<file path="config.mk">
export PLATFORM = sky130hd
export DESIGN_NAME = program_loader
export DESIGN_NICKNAME = d
export VERILOG_FILES = /design/src/rtl/program_loader.sv
export SDC_FILE = /design/constraint.sdc
export NUM_CORES = 1
export LEC_CHECK = 0
export ABC_AREA = 0
export CAP_MARGIN = 20
export CORE_UTILIZATION = 50
export CTS_CLUSTER_SIZE = 8
export DETAILED_ROUTE_END_ITERATION = 10
export PLACE_DENSITY_LB_ADDON = 0.1
export SLEW_MARGIN = 20
export SYNTH_ARGS = -nofsm -noshare
export SYNTH_HDL_FRONTEND = slang
export SYNTH_SLANG_ARGS = --single-unit
</file>
<file path="constraint.sdc">
create_clock -name clk -period 4.6 [get_ports clk]
set_input_delay 0.92 -clock clk [delete_from_list [all_inputs] [get_ports clk]]
set_output_delay 0.92 -clock clk [all_outputs]
set_load 0.005 [all_outputs]
</file>
<file path="src/rtl/program_loader.sv">
// AXI-lite write master that loads a program into program_ctrl: enters programming mode,
// streams instruction words, writes each data word with its address, then leaves programming mode.
module program_loader #(
    parameter logic [31:0] BASE_ADDR = 32'h0,
    parameter int unsigned CNT_W     = 16
) (
    input  logic             clk,
    input  logic             rst_n,
    input  logic             start_i,
    input  logic [CNT_W-1:0] ins_cnt_i,
    input  logic [CNT_W-1:0] data_cnt_i,
    input  logic [31:0]      data_base_i,
    input  logic [31:0]      s_word_i,
    input  logic             s_valid_i,
    output logic             s_ready_o,
    output logic [31:0]      m_awaddr_o,
    output logic             m_awvalid_o,
    input  logic             m_awready_i,
    output logic [31:0]      m_wdata_o,
    output logic [3:0]       m_wstrb_o,
    output logic             m_wvalid_o,
    input  logic             m_wready_i,
    input  logic [1:0]       m_bresp_i,
    input  logic             m_bvalid_i,
    output logic             m_bready_o,
    output logic             busy_o,
    output logic             done_o,
    output logic             err_o
);

    localparam logic [31:0] CtrlAddr  = BASE_ADDR + 32'h0;
    localparam logic [31:0] InsAddr   = BASE_ADDR + 32'h4;
    localparam logic [31:0] DaddrAddr = BASE_ADDR + 32'h8;
    localparam logic [31:0] DdataAddr = BASE_ADDR + 32'hC;

    typedef enum logic [2:0] {
        StIdle, StCtrlOn, StIns, StDaddr, StDdata, StCtrlOff, StDone
    } state_e;

    state_e           state_q, state_d;
    logic [CNT_W-1:0] ins_rem_q, ins_rem_d;
    logic [CNT_W-1:0] data_rem_q, data_rem_d;
    logic [31:0]      data_addr_q, data_addr_d;
    logic [31:0]      awaddr_q, awaddr_d;
    logic [31:0]      wdata_q, wdata_d;
    logic             awvalid_q, awvalid_d;
    logic             wvalid_q, wvalid_d;
    logic             bready_q, bready_d;
    logic             err_q, err_d;

    logic   in_flight;
    logic   s_fire;
    logic   b_fire;
    logic   b_err;
    logic   issue;
    state_e after_ins;

    assign in_flight = awvalid_q | wvalid_q | bready_q;
    // Reset gates the handshake outputs combinationally so nothing is offered or consumed in reset.
    assign s_ready_o = rst_n & ~in_flight & ((state_q == StIns) | (state_q == StDdata));
    assign s_fire    = s_ready_o & s_valid_i;
    assign b_fire    = bready_q & m_bvalid_i;
    assign b_err     = b_fire & (m_bresp_i != 2'b00);
    assign after_ins = (data_rem_q != '0) ? StDaddr : StCtrlOff;

    always_comb begin
        state_d     = state_q;
        ins_rem_d   = ins_rem_q;
        data_rem_d  = data_rem_q;
        data_addr_d = data_addr_q;
        awaddr_d    = awaddr_q;
        wdata_d     = wdata_q;
        awvalid_d   = awvalid_q;
        wvalid_d    = wvalid_q;
        bready_d    = bready_q;
        err_d       = err_q;
        issue       = 1'b0;

        if (awvalid_q && m_awready_i) awvalid_d = 1'b0;
        if (wvalid_q && m_wready_i)   wvalid_d  = 1'b0;
        if ((awvalid_q || wvalid_q) && !awvalid_d && !wvalid_d) bready_d = 1'b1;
        if (b_fire) bready_d = 1'b0;

        case (state_q)
            StIdle: begin
                if (start_i) begin
                    ins_rem_d   = ins_cnt_i;
                    data_rem_d  = data_cnt_i;
                    data_addr_d = data_base_i;
                    err_d       = 1'b0;
                    state_d     = StCtrlOn;
                    issue       = 1'b1;
                end
            end
            StCtrlOn: begin
                if (b_fire) begin
                    issue = 1'b1;
                    if (b_err) begin
                        err_d   = 1'b1;
                        state_d = StCtrlOff;
                    end else if (ins_rem_q != '0) begin
                        state_d = StIns;
                        issue   = 1'b0;
                    end else begin
                        state_d = after_ins;
                    end
                end
            end
            StIns: begin
                if (b_fire) begin
                    ins_rem_d = ins_rem_q - CNT_W'(1);
                    if (b_err) begin
                        err_d   = 1'b1;
                        state_d = StCtrlOff;
                        issue   = 1'b1;
                    end else if (ins_rem_q == CNT_W'(1)) begin
                        state_d = after_ins;
                        issue   = 1'b1;
                    end
                end
            end
            StDaddr: begin
                if (b_fire) begin
                    if (b_err) begin
                        err_d   = 1'b1;
                        state_d = StCtrlOff;
                        issue   = 1'b1;
                    end else begin
                        state_d = StDdata;
                    end
                end
            end
            StDdata: begin
                if (b_fire) begin
                    data_rem_d  = data_rem_q - CNT_W'(1);
                    data_addr_d = data_addr_q + 32'd4;
                    issue       = 1'b1;
                    if (b_err) begin
                        err_d   = 1'b1;
                        state_d = StCtrlOff;
                    end else if (data_rem_q == CNT_W'(1)) begin
                        state_d = StCtrlOff;
                    end else begin
                        state_d = StDaddr;
                    end
                end
            end
            StCtrlOff: begin
                if (b_fire) begin
                    if (b_err) err_d = 1'b1;
                    state_d = StDone;
                end
            end
            StDone:  state_d = StIdle;
            default: state_d = StIdle;
        endcase

        // Register writes that carry no stream word are launched on the state transition itself.
        if (issue) begin
            awvalid_d = 1'b1;
            wvalid_d  = 1'b1;
            if (state_d == StDaddr) begin
                awaddr_d = DaddrAddr;
                wdata_d  = data_addr_d;
            end else begin
                awaddr_d = CtrlAddr;
                wdata_d  = {31'b0, state_d == StCtrlOn};
            end
        end

        if (s_fire) begin
            awvalid_d = 1'b1;
            wvalid_d  = 1'b1;
            awaddr_d  = (state_q == StIns) ? InsAddr : DdataAddr;
            wdata_d   = s_word_i;
        end
    end

    always_ff @(posedge clk) begin
        if (!rst_n) begin
            state_q     <= StIdle;
            ins_rem_q   <= '0;
            data_rem_q  <= '0;
            data_addr_q <= '0;
            awaddr_q    <= '0;
            wdata_q     <= '0;
            awvalid_q   <= 1'b0;
            wvalid_q    <= 1'b0;
            bready_q    <= 1'b0;
            err_q       <= 1'b0;
        end else begin
            state_q     <= state_d;
            ins_rem_q   <= ins_rem_d;
            data_rem_q  <= data_rem_d;
            data_addr_q <= data_addr_d;
            awaddr_q    <= awaddr_d;
            wdata_q     <= wdata_d;
            awvalid_q   <= awvalid_d;
            wvalid_q    <= wvalid_d;
            bready_q    <= bready_d;
            err_q       <= err_d;
        end
    end

    assign m_awaddr_o  = awaddr_q;
    assign m_wdata_o   = wdata_q;
    assign m_wstrb_o   = 4'hF;
    assign m_awvalid_o = awvalid_q & rst_n;
    assign m_wvalid_o  = wvalid_q & rst_n;
    assign m_bready_o  = bready_q & rst_n;
    assign busy_o      = (state_q != StIdle) && (state_q != StDone);
    assign done_o      = (state_q == StDone);
    assign err_o       = err_q;

endmodule

</file>
Word level (Yosys, flattened, before mapping)
Cells that the tools add are included.
{"block": "totals", "ff_bits": 135, "out_inout_bits": 75}
{"block": "classes", "add_sub_neg": 3, "eq_ne": 16, "n_mux": 52, "n_bitwise": 13, "reduce_logical": 22}
{"cell": "two-way mux 32 bit", "n": 7}
{"cell": "two-way mux 16 bit", "n": 4}
{"cell": "one-hot mux 16 bit (2 select lines)", "n": 2}
{"cell": "one-hot mux 32 bit (2 select lines)", "n": 1}
{"cell": "two-way mux 3 bit", "n": 13}
{"cell": "adder 32 x 3 -> 32 bit, second input constant", "n": 1}
{"cell": "== test 16 x 1 -> 1 bit, second input constant", "n": 2}
{"cell": "nonzero test 16 bit", "n": 2}
{"cell": "subtractor 16 x 1 -> 16 bit, second input constant", "n": 2}
{"cell": "two-way mux 1 bit", "n": 20}
{"cell": "one-hot mux 3 bit (6 select lines)", "n": 1}
{"cell": "nonzero test 2 bit", "n": 5}
{"cell": "== test 3 x 2 -> 1 bit, second input constant", "n": 3}
{"cell": "== test 3 bit, second input constant", "n": 3}
{"cell": "AND 1 bit", "n": 8}
{"cell": "two-way mux 4 bit", "n": 2}
{"cell": "== test 3 x 1 -> 1 bit, second input constant", "n": 2}
{"cell": "inequality test 2 bit, second input constant", "n": 3}
{"cell": "AND reduction 3 bit", "n": 2}
{"cell": "logical AND 1 bit", "n": 5}
{"cell": "one-hot mux 1 bit (5 select lines)", "n": 1}
{"cell": "OR reduction 5 bit", "n": 1}
{"cell": "inequality test 2 x 1 -> 1 bit, second input constant", "n": 2}
{"cell": "AND reduction 4 bit", "n": 1}
{"cell": "9 further kinds", "n": 13}

Logic depth before layout (Yosys ltp)
Gate-level depths: netlist of the first run.
{"block": "depth", "depth_word": 10, "depth_mapped": 11}

Worst setup path after synthesis of the first run
No wires, ideal clock.
{"block": "synth_path", "kind": "input-to-reg", "start": "in start_i", "end": "reg wdata_q[31], in the netlist m_wdata_o[31]", "setup_time_ns": 0.092, "t_arrival_ns": 2.773, "t_required_ns": 4.508, "slack_ns": 1.735, "cell_stages": 8, "n_path_buf": 2, "cell_sequence": "clkbuf_1 -> or4b_2 -> o21ai_1 -> a21o_1 -> o21bai_1 -> clkbuf_1 -> nand2_1 -> o32ai_1"}
{"block": "synth_via", "elab_chain_cells": 6, "elab_cells_between_ends": 11, "classes_between": "1 x eq/ne; 9 x mux; 1 x reduce/logical"}
{"item": "from (decl)", "line": "9", "source": "input logic start_i,"}
{"item": "two-way mux 3 bit", "line": "86", "source": "if (start_i) begin"}
{"item": "one-hot mux 3 bit (6 select lines)", "line": "84", "source": "case (state_q)"}
{"item": "== test 3 x 2 -> 1 bit", "line": "162", "source": "if (state_d == StDaddr) begin"}
{"item": "two-way mux 32 bit", "line": "162"}
{"item": "two-way mux 32 bit", "line": "159", "source": "if (issue) begin"}
{"item": "two-way mux 32 bit", "line": "171", "source": "if (s_fire) begin"}
{"item": "to (signal assigned)", "line": "197", "source": "wdata_q <= wdata_d;"}
{"item": "to (decl)", "line": "45", "source": "logic [31:0] wdata_q, wdata_d;"}
Parallel ways exist; a longest one is shown, timed or not. The select of a mux whose other input is x is not followed.
A chain may end at the register's enable or synchronous reset.

Final worst setup path of the first run
{"block": "layout_path", "start": "reg state_q[1]", "end": "out s_ready_o"}
{"block": "layout_via", "elab_chain_cells": 3, "elab_cells_between_ends": 4, "classes_between": "2 x eq/ne; 2 x bitwise"}
{"item": "from (decl)", "line": "40", "source": "state_e state_q, state_d;"}
{"item": "from (signal assigned)", "line": "181", "source": "state_q <= StIdle;"}
{"item": "from (signal assigned)", "line": "192", "source": "state_q <= state_d;"}
{"item": "== test 3 x 2 -> 1 bit / == test 3 bit (equally long branches)", "line": "60", "source": "assign s_ready_o = rst_n & ~in_flight & ((state_q == StIns) | (state_q == StDdata));"}
{"item": "bitwise OR 1 bit (*)", "line": "60"}
{"item": "AND 1 bit (*)", "line": "60"}
{"item": "to (decl)", "line": "15", "source": "output logic s_ready_o,"}
Mark *: on every way between the ends. The rest lies on a longest branch, timed or not.

==> run_results.csv, run 1 <==
group,metric,value,unit
outcome,outcome,"complete, no violations",
pwr,powerDensity,284,mW/mm2
clocking,cts-htree-levels,3,
pwr,p_comb_share,20.4,%
pwr,intPower,1.61,mW
clocking,hold_buffers,0,
place,dp_hpwl,13300,um
pwr,power.total,2.28,mW
grt,overflow,0,
setup_path,cp_slowest_cell,"or3b_2",
logic_synthesis,syn_area,0.00636,mm2
routing,first_pass_iters,7,
place,io_buffers,145,
sta,final_hold_viol_count,0,
sta,worstMarginPinSlew,1100,ps
clocking,post_cts_buffers,0,
pwr,p_leak,2.80,nW
logic_synthesis,async_reset_ff_share,0,%
setup_path,critical_path_class,"register to output pin",
clocking,cts.sinks,105,
setup_path,start_kind,"register",
logic_synthesis,synth-warning-count,0,
setup_path,critPathRequiredTime,3680,ps
routing,antenna_left,0,
sta,rsz0062_at_grt,"false",
clocking,root_buffer,"clkbuf_16",
floorplanning,pin_count,180,
clocking,cts_tree,"built",
logic_synthesis,synth_edf_count,0,
min_path,hold_path_class,"register to register",
sta,fin_crit_sh,78.9,%
clocking,clkLatencyLatePin,350,ps
pwr,power_frac_clock,34.3,%
setup_path,critPathTopFamily,"simple AND/OR/NAND/NOR gates",
setup_path,max_stage_delay,760,ps
pwr,seq_power_share,45.3,%
clocking,clockBufferDepth,2,
place,gp_congestion,0.904,
floorplanning,rows,40,
grt,grt_max_degree,59,
grt,grt_pass1_vias,6246,
clocking,clk_pin_slew,70,ps
floorplanning,die_h,115,um
setup_path,crit_arrival,2710,ps
place,dpl_worst_slack,795,ps
final_layout,drive_gt1_share,5.11,%
run,cap_violations,0,
logic_synthesis,synthCells,849,
routing,vias,6720,
routing,wl_per_cell,17.0,um
floorplanning,start_util,52.1,%
pwr,power_switching,0.664,mW
clocking,cts_resized,0,
sta,setup_tns,0,ps
final_layout,fillers,1125,
logic_synthesis,ys_seq_area_share,33.0,%
pwr,vdd_drop_max,0.000164,V
logic_synthesis,avgSynthCellArea,7.49,um2
sta,skew,8.36,ps
setup_path,path_buf_inv,1,
setup_path,end_kind,"output pin",
final_layout,seq_area,0.00210,mm2
sta,setup_ws,968,ps
grt,grt_use_total,29.3,%
floorplanning,core,0.0122,mm2
floorplanning,dieArea,0.0132,mm2
final_layout,diodes,0,
sta,finalSetupViolations,0,
final_layout,areaGrowthSynthToFinish,25.9,%
sta,fin_crit,3630,ps
final_layout,multi_input_comb_area,0.00380,mm2
setup_path,cp_cell_sequence,"or3b_2, a21oi_1, clkdlybuf4s50_1",
logic_synthesis,synth_seq_cells,105,
routing,routed_wl,19200,um
grt,grt_antenna_before_repair,0,
floorplanning,die_w,115,um
logic_synthesis,synth.distinct_cells,66,
final_layout,final_cell_mix,"clkdlybuf4s50_1, nand2_1, dfxtp_1, nor2_1, o21ai_0",
sta,drv_slew,0,
grt,grt_pass1_wl,30700,um
routing,drc,0,
final_layout,mostFrequentLayoutCell,"clkdlybuf4s50_1",
final_layout,final_nets,1066,
sta,fmax,275,MHz
pwr,power_switching_share,29.2,%
logic_synthesis,synth_flop_cell,"dfxtp_1",
sta,relSlewSlack,26.5,%
clocking,cts_buffers,9,
place,dpl_cell_area,0.00771,mm2
routing,drtIter0Drc,453,
setup_path,crit_fanout,30,
routing,via_per_inst,5.96,
final_layout,fin_area,0.00801,mm2
synth_stat cells, drive strengths merged (19+ instances only):
library cell | instances | area (um2)
nand2 | 117 | 439
dfxtp | 105 | 2100
nor2 | 74 | 278
clkbuf | 54 | 203
nor3 | 25 | 125
o21ai | 71 | 355
a22oi | 19 | 143
buf | 40 | 315
nand3 | 28 | 140
a22o | 32 | 280
nor4 | 21 | 144
a21oi | 56 | 280
layer usage:
metal	GRT usage [%]	up-vias	wire, um
met5	0	-	0
met2	49.9	299	9170
met1	37.3	3132	8260
met4	12.3	0	480
li1	-	3254	-
met3	4.22	35	1270
registers in the layout (all words and copies together), names as in the netlist, 2 cells and up:
register	count
data_addr_q	32
ins_rem_q	16
data_rem_q	16
state_q	3
m_awaddr_o	2
m_wdata_o	32
tightest hold or removal path: stages, from the launching register on:
cell	delay, ps
dfxtp_1	340
nand2_1	60
a21oi_1	50
metrics by stage:
| stage | utilization (%) | hold slack [ps] | instances |
|---|---|---|---|
| after CTS | 65.6 | 495 | 1127 |
| after detailed placement | 63.1 | 480 | 1111 |
| after floorplan | - | 441 | 881 |
| after global routing | 65.6 | 533 | 1127 |
| after global placement | 63.1 | 474 | 1111 |
| final | 65.6 | 495 | 1127 |
cell type report:
class	count	area share, %
Multi-Input combinational cell	664	47.5
Sequential cell	105	26.2
Timing Repair Buffer	156	19.1
Clock buffer	11	3.03
Tap cell	168	2.62
Inverter	18	0.844
Clock inverter	5	0.687
power groups by stage:
| stage | sequential (mW) | combinational, mW | clock (mW) |
|---|---|---|---|
| CTS | 1.03 | 0.460 | 0.793 |
| global route | 1.04 | 0.508 | 0.830 |
| finish | 1.03 | 0.463 | 0.782 |
| detailed placement | 1.05 | 0.457 | 0 |
| floorplan | 1.03 | 0.306 | 0 |
| global placement | 1.05 | 0.448 | 0 |
final timing paths:
kind | startpoint | endpoint | slack (ps) | cells after the start
setup reg to reg | ins_rem_q[0] | m_wdata_o[29] | 1330 | 9
hold reg to reg | data_rem_q[1] | data_rem_q[1] | 490 | 2
setup / recovery | state_q[1] | s_ready_o | 970 | 3
hold / removal | data_rem_q[1] | data_rem_q[1] | 490 | 2
logic make-up after synthesis:
logic type / after synthesis / share of synthesized area (%)
AOI/OAI and AO/OA: 270 / 28.1
xor gates and xnor gates: 8 / 1.10
adders and majority gates: 7 / 1.38
buffers and inverters: 112 / 9.21
DFF: 105 / 33.0
muxes: 6 / 0.944
other: 2 / 0.118
and+or+nand+nor: 339 / 26.1
Note: power is estimated with default switching activity, not from simulation.
==> run 2: changes to the inputs <==
Settings changed: CORE_UTILIZATION 50 to 44.
Clock period 4.6 ns to 3.2 ns, I/O delays scaled along.
==> run_results.csv, run 2 (synthesis gave the netlist of run 1 again) <==
group,metric,value,unit
setup_path,reg2reg_depth,9,
floorplanning,core,0.0140,mm2
pwr,p_leak,2.90,nW
setup_path,critical_path_class,"register to output pin",
sta,rsz0062_at_grt,"false",
sta,skew,9.79,ps
routing,wl_met2,9260,um
min_path,hold_path_class,"register to register",
grt,overflow,0,
grt,grt_use_total,25.9,%
floorplanning,dieArea,0.0149,mm2
place,io_buffers,145,
routing,drt-met1-wl,8320,um
setup_path,regToRegEndpoint,"m_wdata_o[14]",
min_path,hold_end,"data_addr_q[1]",
floorplanning,pin_count,180,
grt,grt_pass1_wl,30500,um
setup_path,crit_arrival,2290,ps
clocking,clockBufferDepth,2,
min_path,min_path_cells,2,
routing,via_per_inst,5.70,
clocking,root_buffer,"clkbuf_16",
grt,grt_pass1_vias,6030,
routing,drc,0,
place,dpl_worst_slack,239,ps
floorplanning,die_h,122,um
final_layout,multi_input_comb_area,0.00380,mm2
setup_path,end_kind,"output pin",
clocking,cts_buffers,9,
sta,fin_crit_sh,91.4,%
clocking,post_cts_buffers,0,
floorplanning,die_w,122,um
setup_path,start_kind,"register",
routing,routed.top_layer,"met4",
final_layout,fillers,1325,
final_layout,final_cell_mix,"clkdlybuf4s50_1, nand2_1, dfxtp_1, nor2_1, o21ai_0",
sta,setup_ws,275,ps
routing,wl_per_cell,16.5,um
routing,wl_met3,1280,um
sta,drv_slew,0,
clocking,clkLatencyLatePin,350,ps
sta,finalSetupViolations,0,
clocking,cts_tree,"built",
sta,final_hold_viol_count,0,
clocking,cts_resized,0,
routing,antenna_left,0,
clocking,cts-htree-levels,3,
sta,relSlewSlack,44.1,%
pwr,powerDensity,404,mW/mm2
setup_path,r2r_start,"ins_rem_q[0]",
sta,worstMarginPinSlew,831,ps
min_path,holdCritStartpoint,"data_addr_q[1]",
sta,fmax,342,MHz
clocking,clk_pin_slew,70,ps
routing,drtIter0Drc,478,
setup_path,critPathRequiredTime,2560,ps
floorplanning,rows,43,
place,dp_hpwl,13400,um
routing,routed_wl,19200,um
place,gp_congestion,0.917,
setup_path,regToRegSetupSlack,350,ps
pwr,vdd_drop_max,0.000454,V
setup_path,crit_fanout,10,
final_layout,drive_gt1_share,6.94,%
sta,fin_crit,2930,ps
routing,vias,6608,
outcome,outcome,"complete, no violations",
grt,grt_max_degree,44,
grt,grt_antenna_before_repair,0,
final_layout,final_nets,1087,
routing,first_pass_iters,5,
clocking,cts.sinks,105,
final_layout,areaGrowthSynthToFinish,28.8,%
sta,setup_tns,0,ps
floorplanning,start_util,45.5,%
clocking,hold_buffers,0,
final_layout,diodes,0,
run,cap_violations,0,
final_layout,seq_area,0.00210,mm2
final_layout,mostFrequentLayoutCell,"clkdlybuf4s50_1",
## run 2: cell count changes in the layout (fill, tap and decap cells not counted)
| cell | change |
|---|---|
| buf_12 | +1 |
| buf_4 | +20 |
| nor2_1 | +1 |
| clkinvlp_4 | -1 |
| nor2_2 | -1 |
| inv_6 | +2 |
| nand2_2 | -1 |
| nand2_1 | +1 |
| clkinv_2 | -1 |
## run 2: area by class of cell
cell class	instances	area share, %
multi-input cells	664	46.3
flip-flops and latches	105	25.7
repair buffers	177	20.7
clock buffers	11	2.96
well taps	180	2.75
inverters	18	0.825
clock inverters	5	0.733
## run 2: worst max-delay path: stages, from the launching register on
cell and delay [ps]:
dfxtp_1 410, or4b_2 710, a21oi_1 260, clkdlybuf4s50_1 550
## run 2: worst max-delay path by stage
stage | cells after the start | slack (ps) | startpoint | to
after detailed placement | 7 | 240 | m_bvalid_i | m_wdata_o[31]
after CTS | 3 | 250 | bready_q | s_ready_o
after global placement | 8 | 260 | m_bvalid_i | m_wdata_o[12]
after global routing | 9 | 140 | ins_rem_q[0] | m_wdata_o[16]
final | 3 | 270 | bready_q | s_ready_o
after floorplan | 11 | 510 | ins_rem_q[0] | m_wdata_o[3]
## run 2: report_power, final
group / total [mW] / leakage (nW) / internal (mW) / switching (mW)
Combinational: 0.682 / 1.90 / 0.325 / 0.357
Clock: 1.15 / 0.147 / 0.633 / 0.513
Sequential: 1.48 / 0.859 / 1.38 / 0.0984
Total: 3.31 / 2.90 / 2.34 / 0.968
## run 2: layer usage
| layer | GRT usage (%) | vias to the layer above |
|---|---|---|
| met5 | 0 | - |
| met4 | 7.16 | 0 |
| met3 | 5.25 | 24 |
| met2 | 43.3 | 245 |
| met1 | 33.7 | 3047 |
| li1 | - | 3292 |
## run 2: through the flow
step                      power [mW]  std cells  area (um2)  utilization (%)  hold WS (ps)
final                           3.31       1160        8190             58.6           472
after global routing            3.47       1160        8190             58.6           496
after CTS                       3.33       1160        8190             58.6           478
after detailed placement        2.19       1144        7890             56.4           468
after global placement          2.19       1144        7890             56.4           466
after floorplan                 1.92        881        6480                -           441
==> run 3: changes to the inputs <==
Settings changed: HOLD_SLACK_MARGIN set to 0.12.
==> results of run 3 <==
Same layout as run 2: the final DEF is identical, and so are final timing and power.
